==> src/rtl/gpio_wb_responder.sv <==
// gpio_wb_responder
//   Wishbone classic responder giving the bus master register access to up
//   to 32 general-purpose pins: per-pin direction and output data, a
//   two-flop input synchronizer, and per-pin edge detection with sticky
//   write-1-to-clear status and a registered level interrupt.
//
// Ports:
//   clock     : Wishbone clock, all state changes on its rising edge
//   resetn    : synchronous active-low reset
//   wb_adr_i  : byte address, [4:2] selects the register
//   wb_dat_i  : write data
//   wb_sel_i  : byte enables
//   wb_we_i   : 1 = write
//   wb_cyc_i  : bus cycle
//   wb_stb_i  : strobe
//   wb_dat_o  : registered read data, valid with wb_ack_o
//   wb_ack_o  : one-cycle transfer acknowledge
//   gpio_i    : raw asynchronous pin inputs
//   gpio_o    : output data (OUT register)
//   gpio_oe   : per-pin output enable (DIR register)
//   irq_o     : level interrupt, |(STATUS & IRQ_EN) registered
module gpio_wb_responder #(
  parameter int          GPIO_WIDTH = 8,
  parameter logic [31:0] RESET_DIR  = 32'd0,
  parameter logic [31:0] RESET_OUT  = 32'd0
) (
  input  logic                  clock,
  input  logic                  resetn,
  input  logic [4:0]            wb_adr_i,
  input  logic [31:0]           wb_dat_i,
  input  logic [3:0]            wb_sel_i,
  input  logic                  wb_we_i,
  input  logic                  wb_cyc_i,
  input  logic                  wb_stb_i,
  output logic [31:0]           wb_dat_o,
  output logic                  wb_ack_o,
  input  logic [GPIO_WIDTH-1:0] gpio_i,
  output logic [GPIO_WIDTH-1:0] gpio_o,
  output logic [GPIO_WIDTH-1:0] gpio_oe,
  output logic                  irq_o
);

  localparam logic [0:0] S_IDLE = 1'b0;
  localparam logic [0:0] S_ACK  = 1'b1;

  localparam logic [2:0] A_IN      = 3'd0;
  localparam logic [2:0] A_OUT     = 3'd1;
  localparam logic [2:0] A_DIR     = 3'd2;
  localparam logic [2:0] A_RISE_EN = 3'd3;
  localparam logic [2:0] A_FALL_EN = 3'd4;
  localparam logic [2:0] A_STATUS  = 3'd5;
  localparam logic [2:0] A_IRQ_EN  = 3'd6;

  logic [0:0]            state_reg;
  logic                  ack_reg;
  logic [31:0]           dat_reg;
  logic                  irq_reg;
  logic [GPIO_WIDTH-1:0] out_reg, dir_reg, rise_en_reg, fall_en_reg;
  logic [GPIO_WIDTH-1:0] status_reg, irq_en_reg;
  logic [GPIO_WIDTH-1:0] sync1_reg, sync2_reg, prev_reg;

  logic [31:0]           byte_mask;
  logic [GPIO_WIDTH-1:0] wmask, wdata, w1c_mask, rise, fall, status_next;
  logic [31:0]           rdata;
  logic [2:0]            adr;
  logic                  req, wr;

  // Expand byte enables to a bit mask over the 32-bit data bus.
  generate
    for (genvar gi = 0; gi < 4; gi++) begin : g_lane
      assign byte_mask[gi*8 +: 8] = {8{wb_sel_i[gi]}};
    end
  endgenerate

  assign adr   = wb_adr_i[4:2];
  assign wmask = byte_mask[GPIO_WIDTH-1:0];
  assign wdata = wb_dat_i[GPIO_WIDTH-1:0];

  // A new request is only accepted from IDLE; the ACK cycle always returns
  // to IDLE, so a held strobe is served every second cycle.
  assign req = wb_cyc_i & wb_stb_i & ~ack_reg & (state_reg == S_IDLE);
  assign wr  = req & wb_we_i;

  function automatic logic [GPIO_WIDTH-1:0] merge(
    input logic [GPIO_WIDTH-1:0] old_val,
    input logic [GPIO_WIDTH-1:0] new_val,
    input logic [GPIO_WIDTH-1:0] mask
  );
    return (old_val & ~mask) | (new_val & mask);
  endfunction

  // Edge detection compares the synchronized value against its delayed copy.
  assign rise     = sync2_reg & ~prev_reg & rise_en_reg;
  assign fall     = ~sync2_reg & prev_reg & fall_en_reg;
  assign w1c_mask = (wr && adr == A_STATUS) ? (wdata & wmask) : '0;
  // Sets are OR'd in after the clear so a same-cycle set wins.
  assign status_next = (status_reg & ~w1c_mask) | rise | fall;

  // Read mux uses pre-write values, so a STATUS access returns the
  // pre-clear flags.
  always_comb begin
    rdata = '0;
    case (adr)
      A_IN:      rdata[GPIO_WIDTH-1:0] = sync2_reg;
      A_OUT:     rdata[GPIO_WIDTH-1:0] = out_reg;
      A_DIR:     rdata[GPIO_WIDTH-1:0] = dir_reg;
      A_RISE_EN: rdata[GPIO_WIDTH-1:0] = rise_en_reg;
      A_FALL_EN: rdata[GPIO_WIDTH-1:0] = fall_en_reg;
      A_STATUS:  rdata[GPIO_WIDTH-1:0] = status_reg;
      A_IRQ_EN:  rdata[GPIO_WIDTH-1:0] = irq_en_reg;
      default:   rdata = '0;
    endcase
  end

  always_ff @(posedge clock) begin
    if (!resetn) begin
      state_reg   <= S_IDLE;
      ack_reg     <= 1'b0;
      dat_reg     <= '0;
      irq_reg     <= 1'b0;
      out_reg     <= RESET_OUT[GPIO_WIDTH-1:0];
      dir_reg     <= RESET_DIR[GPIO_WIDTH-1:0];
      rise_en_reg <= '0;
      fall_en_reg <= '0;
      status_reg  <= '0;
      irq_en_reg  <= '0;
      sync1_reg   <= '0;
      sync2_reg   <= '0;
      prev_reg    <= '0;
    end else begin
      sync1_reg  <= gpio_i;
      sync2_reg  <= sync1_reg;
      prev_reg   <= sync2_reg;
      status_reg <= status_next;
      irq_reg    <= |(status_reg & irq_en_reg);

      state_reg <= req ? S_ACK : S_IDLE;
      ack_reg   <= req;
      dat_reg   <= (req && !wb_we_i) ? rdata : '0;

      if (wr) begin
        case (adr)
          A_OUT:     out_reg     <= merge(out_reg, wdata, wmask);
          A_DIR:     dir_reg     <= merge(dir_reg, wdata, wmask);
          A_RISE_EN: rise_en_reg <= merge(rise_en_reg, wdata, wmask);
          A_FALL_EN: fall_en_reg <= merge(fall_en_reg, wdata, wmask);
          A_IRQ_EN:  irq_en_reg  <= merge(irq_en_reg, wdata, wmask);
          default:   ;
        endcase
      end
    end
  end

  assign wb_ack_o = ack_reg;
  assign wb_dat_o = dat_reg;
  assign gpio_o   = out_reg;
  assign gpio_oe  = dir_reg;
  assign irq_o    = irq_reg;

  // Address bits [1:0] and data/mask bits above GPIO_WIDTH are ignored.
  logic unused_bits;
  assign unused_bits = ^{wb_adr_i[1:0], wb_dat_i, byte_mask};

endmodule

==> config.mk <==
export PLATFORM = sky130hd
export DESIGN_NAME = gpio_wb_responder
export DESIGN_NICKNAME = d
export VERILOG_FILES = /design/src/rtl/gpio_wb_responder.sv
export SDC_FILE = /design/constraint.sdc
export NUM_CORES = 1
export LEC_CHECK = 0
export CORE_UTILIZATION = 66
export CTS_BUF_LIST = sky130_fd_sc_hd__clkbuf_16
export DETAILED_ROUTE_END_ITERATION = 12
export DONT_BUFFER_PORTS = 1
export PLACE_DENSITY = 0.92
export SYNTH_ARGS = -nofsm -noshare
export SYNTH_HDL_FRONTEND = slang
export SYNTH_SLANG_ARGS = --single-unit
==> constraint.sdc <==
create_clock -name clock -period 2.3 [get_ports clock]
set_input_delay 0.23 -clock clock [delete_from_list [all_inputs] [get_ports clock]]
set_output_delay 0.23 -clock clock [all_outputs]
set_load 0.01 [all_outputs]
# After elaboration in Yosys (flattened, before gate mapping)
# Index checks and enable logic that the tools add are counted.
op_classes:
  n_eq_ne: 6
  n_mux: 3
  n_bitwise: 29
  n_reduce_logical: 11
ops:
  columns: ["operator", "n"]
  rows:
  - ["8-bit AND", 12]
  - ["8-bit OR", 7]
  - ["8-bit one-hot mux with 7 select lines", 1]
  - ["8-bit inverter", 4]
  - ["2-bit AND reduction", 6]
  - ["3-bit equality test (second input constant)", 3]
  - ["8-bit 2-to-1 mux", 1]
  - ["8-bit OR reduction", 1]
  - ["3-bit by 2-bit equality test with 1-bit output (second input constant)", 2]
  - ["1-bit AND", 4]
  - ["3-bit by 1-bit equality test with 1-bit output (second input constant)", 1]
  - ["3-bit zero test", 1]
  - ["1-bit logical AND", 2]
  - ["1-bit inverter", 2]
  - ["1-bit zero test", 1]
  - ["1-bit 2-to-1 mux", 1]
totals:
  ff_bits: 107
  out_inout_bits: 50
  word_cells: 63

# Logic depth before layout (Yosys ltp)
depth:
  word_depth: 10
  mapped_depth: 6
  depth_no_buf: 4

# Worst setup path before layout
# Ideal clock, no wire load.
synth_timing:
  kind: "register to register"
  startpoint: "register state_reg"
  endpoint: "register (tool-made name)"
  setup_ps: 72
  t_arrival_ps: 1311
  t_required_ps: 2228
  setup_slack_ps: 917
  stages_incl_launch_ff: 7
  n_path_buf: 2
  path_cell_list: "dfxtp_1 -> and3b_1 -> buf_6 -> nand2_1 -> and4bb_2 -> buf_6 -> mux2i_1"
synth_lines:
  columns: ["element", "line_no", "rtl"]
  rows:
  - ["from (decl)", "54", "logic [0:0] state_reg;"]
  - ["from (signal assigned)", "137", "state_reg <= req ? S_ACK : S_IDLE;"]

# Worst setup path after layout
layout_timing:
  startpoint: "register state_reg"
  endpoint: "register status_reg[5]"
layout_via:
  elab_chain_cells: 9
layout_rtl:
  columns: ["element", "line_no", "rtl"]
  rows:
  - ["1-bit inverter", "81", "assign req = wb_cyc_i & wb_stb_i & ~ack_reg & (state_reg == S_IDLE);"]
  - ["1-bit AND", "81", null]
  - ["1-bit AND", "82", "assign wr = req & wb_we_i;"]
  - ["1-bit logical AND", "95", "assign w1c_mask = (wr && adr == A_STATUS) ? (wdata & wmask) : '0;"]
  - ["8-bit 2-to-1 mux", "95", null]
  - ["8-bit inverter", "97", "assign status_next = (status_reg & ~w1c_mask) | rise | fall;"]
  - ["8-bit AND", "97", null]
  - ["8-bit OR (2 in series)", "97", null]
  - ["to (signal assigned)", "134", "status_reg <= status_next;"]
  - ["to (decl)", "59", "logic [GPIO_WIDTH-1:0] status_reg, irq_en_reg;"]
# No other way between the ends.
# A chain may end at the register's enable or synchronous reset.

==> flow_summary.yaml <==
outcome:
  outcome: "completed"
floorplan:
  initial_utilization: 0.684
  boundaryPins: 104
  core_area_um2: 5070
  full_die_area_um2: 5550
  core.rowCount: 26
  die_y_um: 74.5
  die_width_um: 74.5
synthesis:
  netlist.top_cell.by_area: "dfxtp_1"
  post_synth_xor_area_fraction: 0
  synth.cells.most_frequent: "dfxtp_1, o21ai_0, nand3_1, and2_1, buf_4"
  synth.cell_area_um2: 3470
  synth-adder-area-share: 0
  top_post_synthesis_cells_by_area: "dfxtp_1, o21ai_0, buf_4, nand3_1, and2_1"
  most_common_cell_in_the_netlist: "dfxtp_1"
  synth_simple_gate_area_share: 0.210
  combinational_family_with_the_most_area_after_synthesis: "simple AND/OR/NAND/NOR gates"
  synth_top_cell_area_share: 0.473
  most_common_flop_cell_mapped_by_yosys: "dfxtp_1"
  async_flop_share: 0
  synth-edff-count: 0
  synth_warnings: 0
  synth_compound_gate_area_share: 0.124
  synth.ff_latch_count: 82
  synth_sequential_area_ratio: 0.473
  postSynthAreaPerCell_um2: 9.72
  yosysUniqueCellTypes: 36
  synth_mux_area_frac: 0.0901
  syn-instance-count: 357
clock_tree:
  worst_skew_pair.late_latency_ns: 0.34
  cts_tree: "yes"
  tritoncts_num_sinks: 82
  h-tree-depth: 3
  clkTransAtPathRegs_ns: 0.06
  cts_resized: 0
  ctsLongestPathBuffers: 2
  cts_hold_bufs: 0
  clk_root_buffer_cell: "clkbuf_16"
  cts.repair_timing.setup_buffer_count: 0
  cts_made_buffers: 9
grt:
  antenna_found_initial: 0
  global_route.usage.met3: 0.121
  grt_util_met1: 0.331
  busiest_layer: "met2"
  met2_demand_to_capacity_share_in_global_routing: 0.465
  global_router_s_overall_resource_usage: 0.290
  total_congestion_overflow: 0
  grt_first_pass_wirelength_um: 11600
  grt_start_max_net_pins: 74
  first_global_vias: 2530
worst_setup_path:
  worstPathArrival_ns: 1.84
  worstPathCellList: "and3b_1 -> nand4_1 -> o21ai_0 -> a31oi_1"
  path_class: "reg2reg"
  gate_family_responsible_for_the_most_delay_along_the_worst_path: "simple AND/OR/NAND/NOR gates"
  worst_path_largest_cell_delay_ns: 0.40
  crit_required_ns: 2.51
  startpoint_kind_of_the_worst_setup_timing_path: "flip-flop"
  timing.critical_path.to_type: "flip-flop"
  critical_path_fanouts_max: 8
  timing.critical_path.buf_inv: 0
  crit_slowest_cell: "nand4_1"
timing:
  final.min_clock_period_ns: 1.63
  worst_setup_slack_final_ns: 0.673
  fmax_mhz: 615
  report.final.hold_viol_count: 0
  setup_repair_after_global_routing_missed_its_margin: "no"
  setup_violations: 0
  setup_tns_ns: 0
  drv_slew: 0
  min_period_over_period: 0.707
  worst_clock_skew_ns: 0.00426
cells_and_area:
  final_core_util: 0.726
  area.growth.synth_to_final_pct: 6.09
  post_route_cells_drive_above_1_share: 0.0963
  multi_input_comb_area_um2: 1560
  layout.cell_area.non_filler_um2: 3680
  diodes: 0
  seq_area_um2: 1640
  stdcell_count: 423
  nFillCells: 388
  layout.nets: 402
placement:
  placed_area_um2: 3350
  post-dp-hpwl_um: 4790
  place_worst_setup_slack_ns: 0.746
  portBuffers: 0
  place_congestion: 0.858
  dpl.cell_count: 407
routing:
  wl_per_cell_um: 17.5
  detail_route.iter0.violations: 241
  detail_route.vias_per_cell: 6.15
  remaining_drc_errors: 0
  drt.antenna.violating_nets: 0
  final_routed_wirelength_um: 7420
  dr.pass1.iters: 4
  total_via_count_in_the_routed_design: 2600
power:
  ir_worst_vdd_mv: 0.773
  cellPowerDensity_nw_per_um2: 856
  p_leak_uw: 0.00137
worst_hold_path:
  min_path_type: "in2reg"
run:
  drv.max_cap_violation_count: 0
-- stage by stage --
stage	hold slack, ns	total power (µW)
2_1_floorplan	0.357	1630
3_3_place_gp	0.355	1580
3_5_place_dp	0.360	1590
4_1_cts	0.00989	3170
5_1_grt	0.0107	3230
6_report	0.0168	3150
-- placed cells by master (no fill, tap or decap), drive strengths merged --
cell type,Yosys,final
mux2,8,8
o22a,2,2
and4bb,1,1
a211o,1,1
nand3,34,34
nand4,5,5
nor2b,1,1
o21ai,40,40
bufinv,0,3
nor3,4,4
buf,40,1
mux2i,11,11
nand2,21,21
conb,1,24
and2,26,26
nor2,9,9
mux4,5,5
nand3b,14,14
a21oi,4,4
clkinv,1,3
a31oi,10,10
a41oi,1,1
dfxtp,82,82
and2b,5,5
clkbuf,4,9
a22oi,9,9
inv,12,14
o2bb2ai,1,1
and3b,1,1
a221oi,4,4
-- final timing paths --
check | startpoint | end | slack, ns | cells past startpoint
worst max-delay path | state_reg | status_reg[5] | 0.67 | 4
worst min-delay path | resetn | sync1_reg[3] | 0.02 | 1
worst max register to register | state_reg | status_reg[5] | 0.67 | 4
worst min register to register | sync1_reg[2] | sync2_reg[2] | 0.43 | 1
-- logic make-up after synthesis --
group,Yosys count
AND/OR/NAND/NOR,121
other,1
flip-flops,82
AO/OA/AOI/OAI,72
buffers and inverters,57
multiplexers,24
-- final cells by class --
class                   instances  share of cell area
repair buffers                  1             0.00204
well taps                      70              0.0238
inverters                      13              0.0133
flip-flops and latches         82               0.446
multi-input cells             241               0.424
clock buffers                   9              0.0612
clock inverters                 7              0.0299
-- layer usage --
metal  up-vias  wire [µm]
li1       1195          -
met1      1247       2840
met5         -          0
met2       137       3710
met3        21        672
met4         0        201
-- worst register-to-register path: cells and delay by family (launching register included) --
| family | cells | cell delay (ns) |
|---|---|---|
| compound gates | 2 | 0.48 |
| flops | 1 | 0.33 |
| simple gates | 2 | 0.69 |
-- power by group --
| part | switching, µW | total (µW) | leakage [µW] | internal, µW |
|---|---|---|---|---|
| Sequential | 12.6 | 1450 | 0.000665 | 1440 |
| Clock | 542 | 1590 | 0.000170 | 1050 |
| Combinational | 65.8 | 105 | 0.000537 | 39.6 |
| Total | 620 | 3150 | 0.00137 | 2530 |
(Power assumes the default switching activity.)
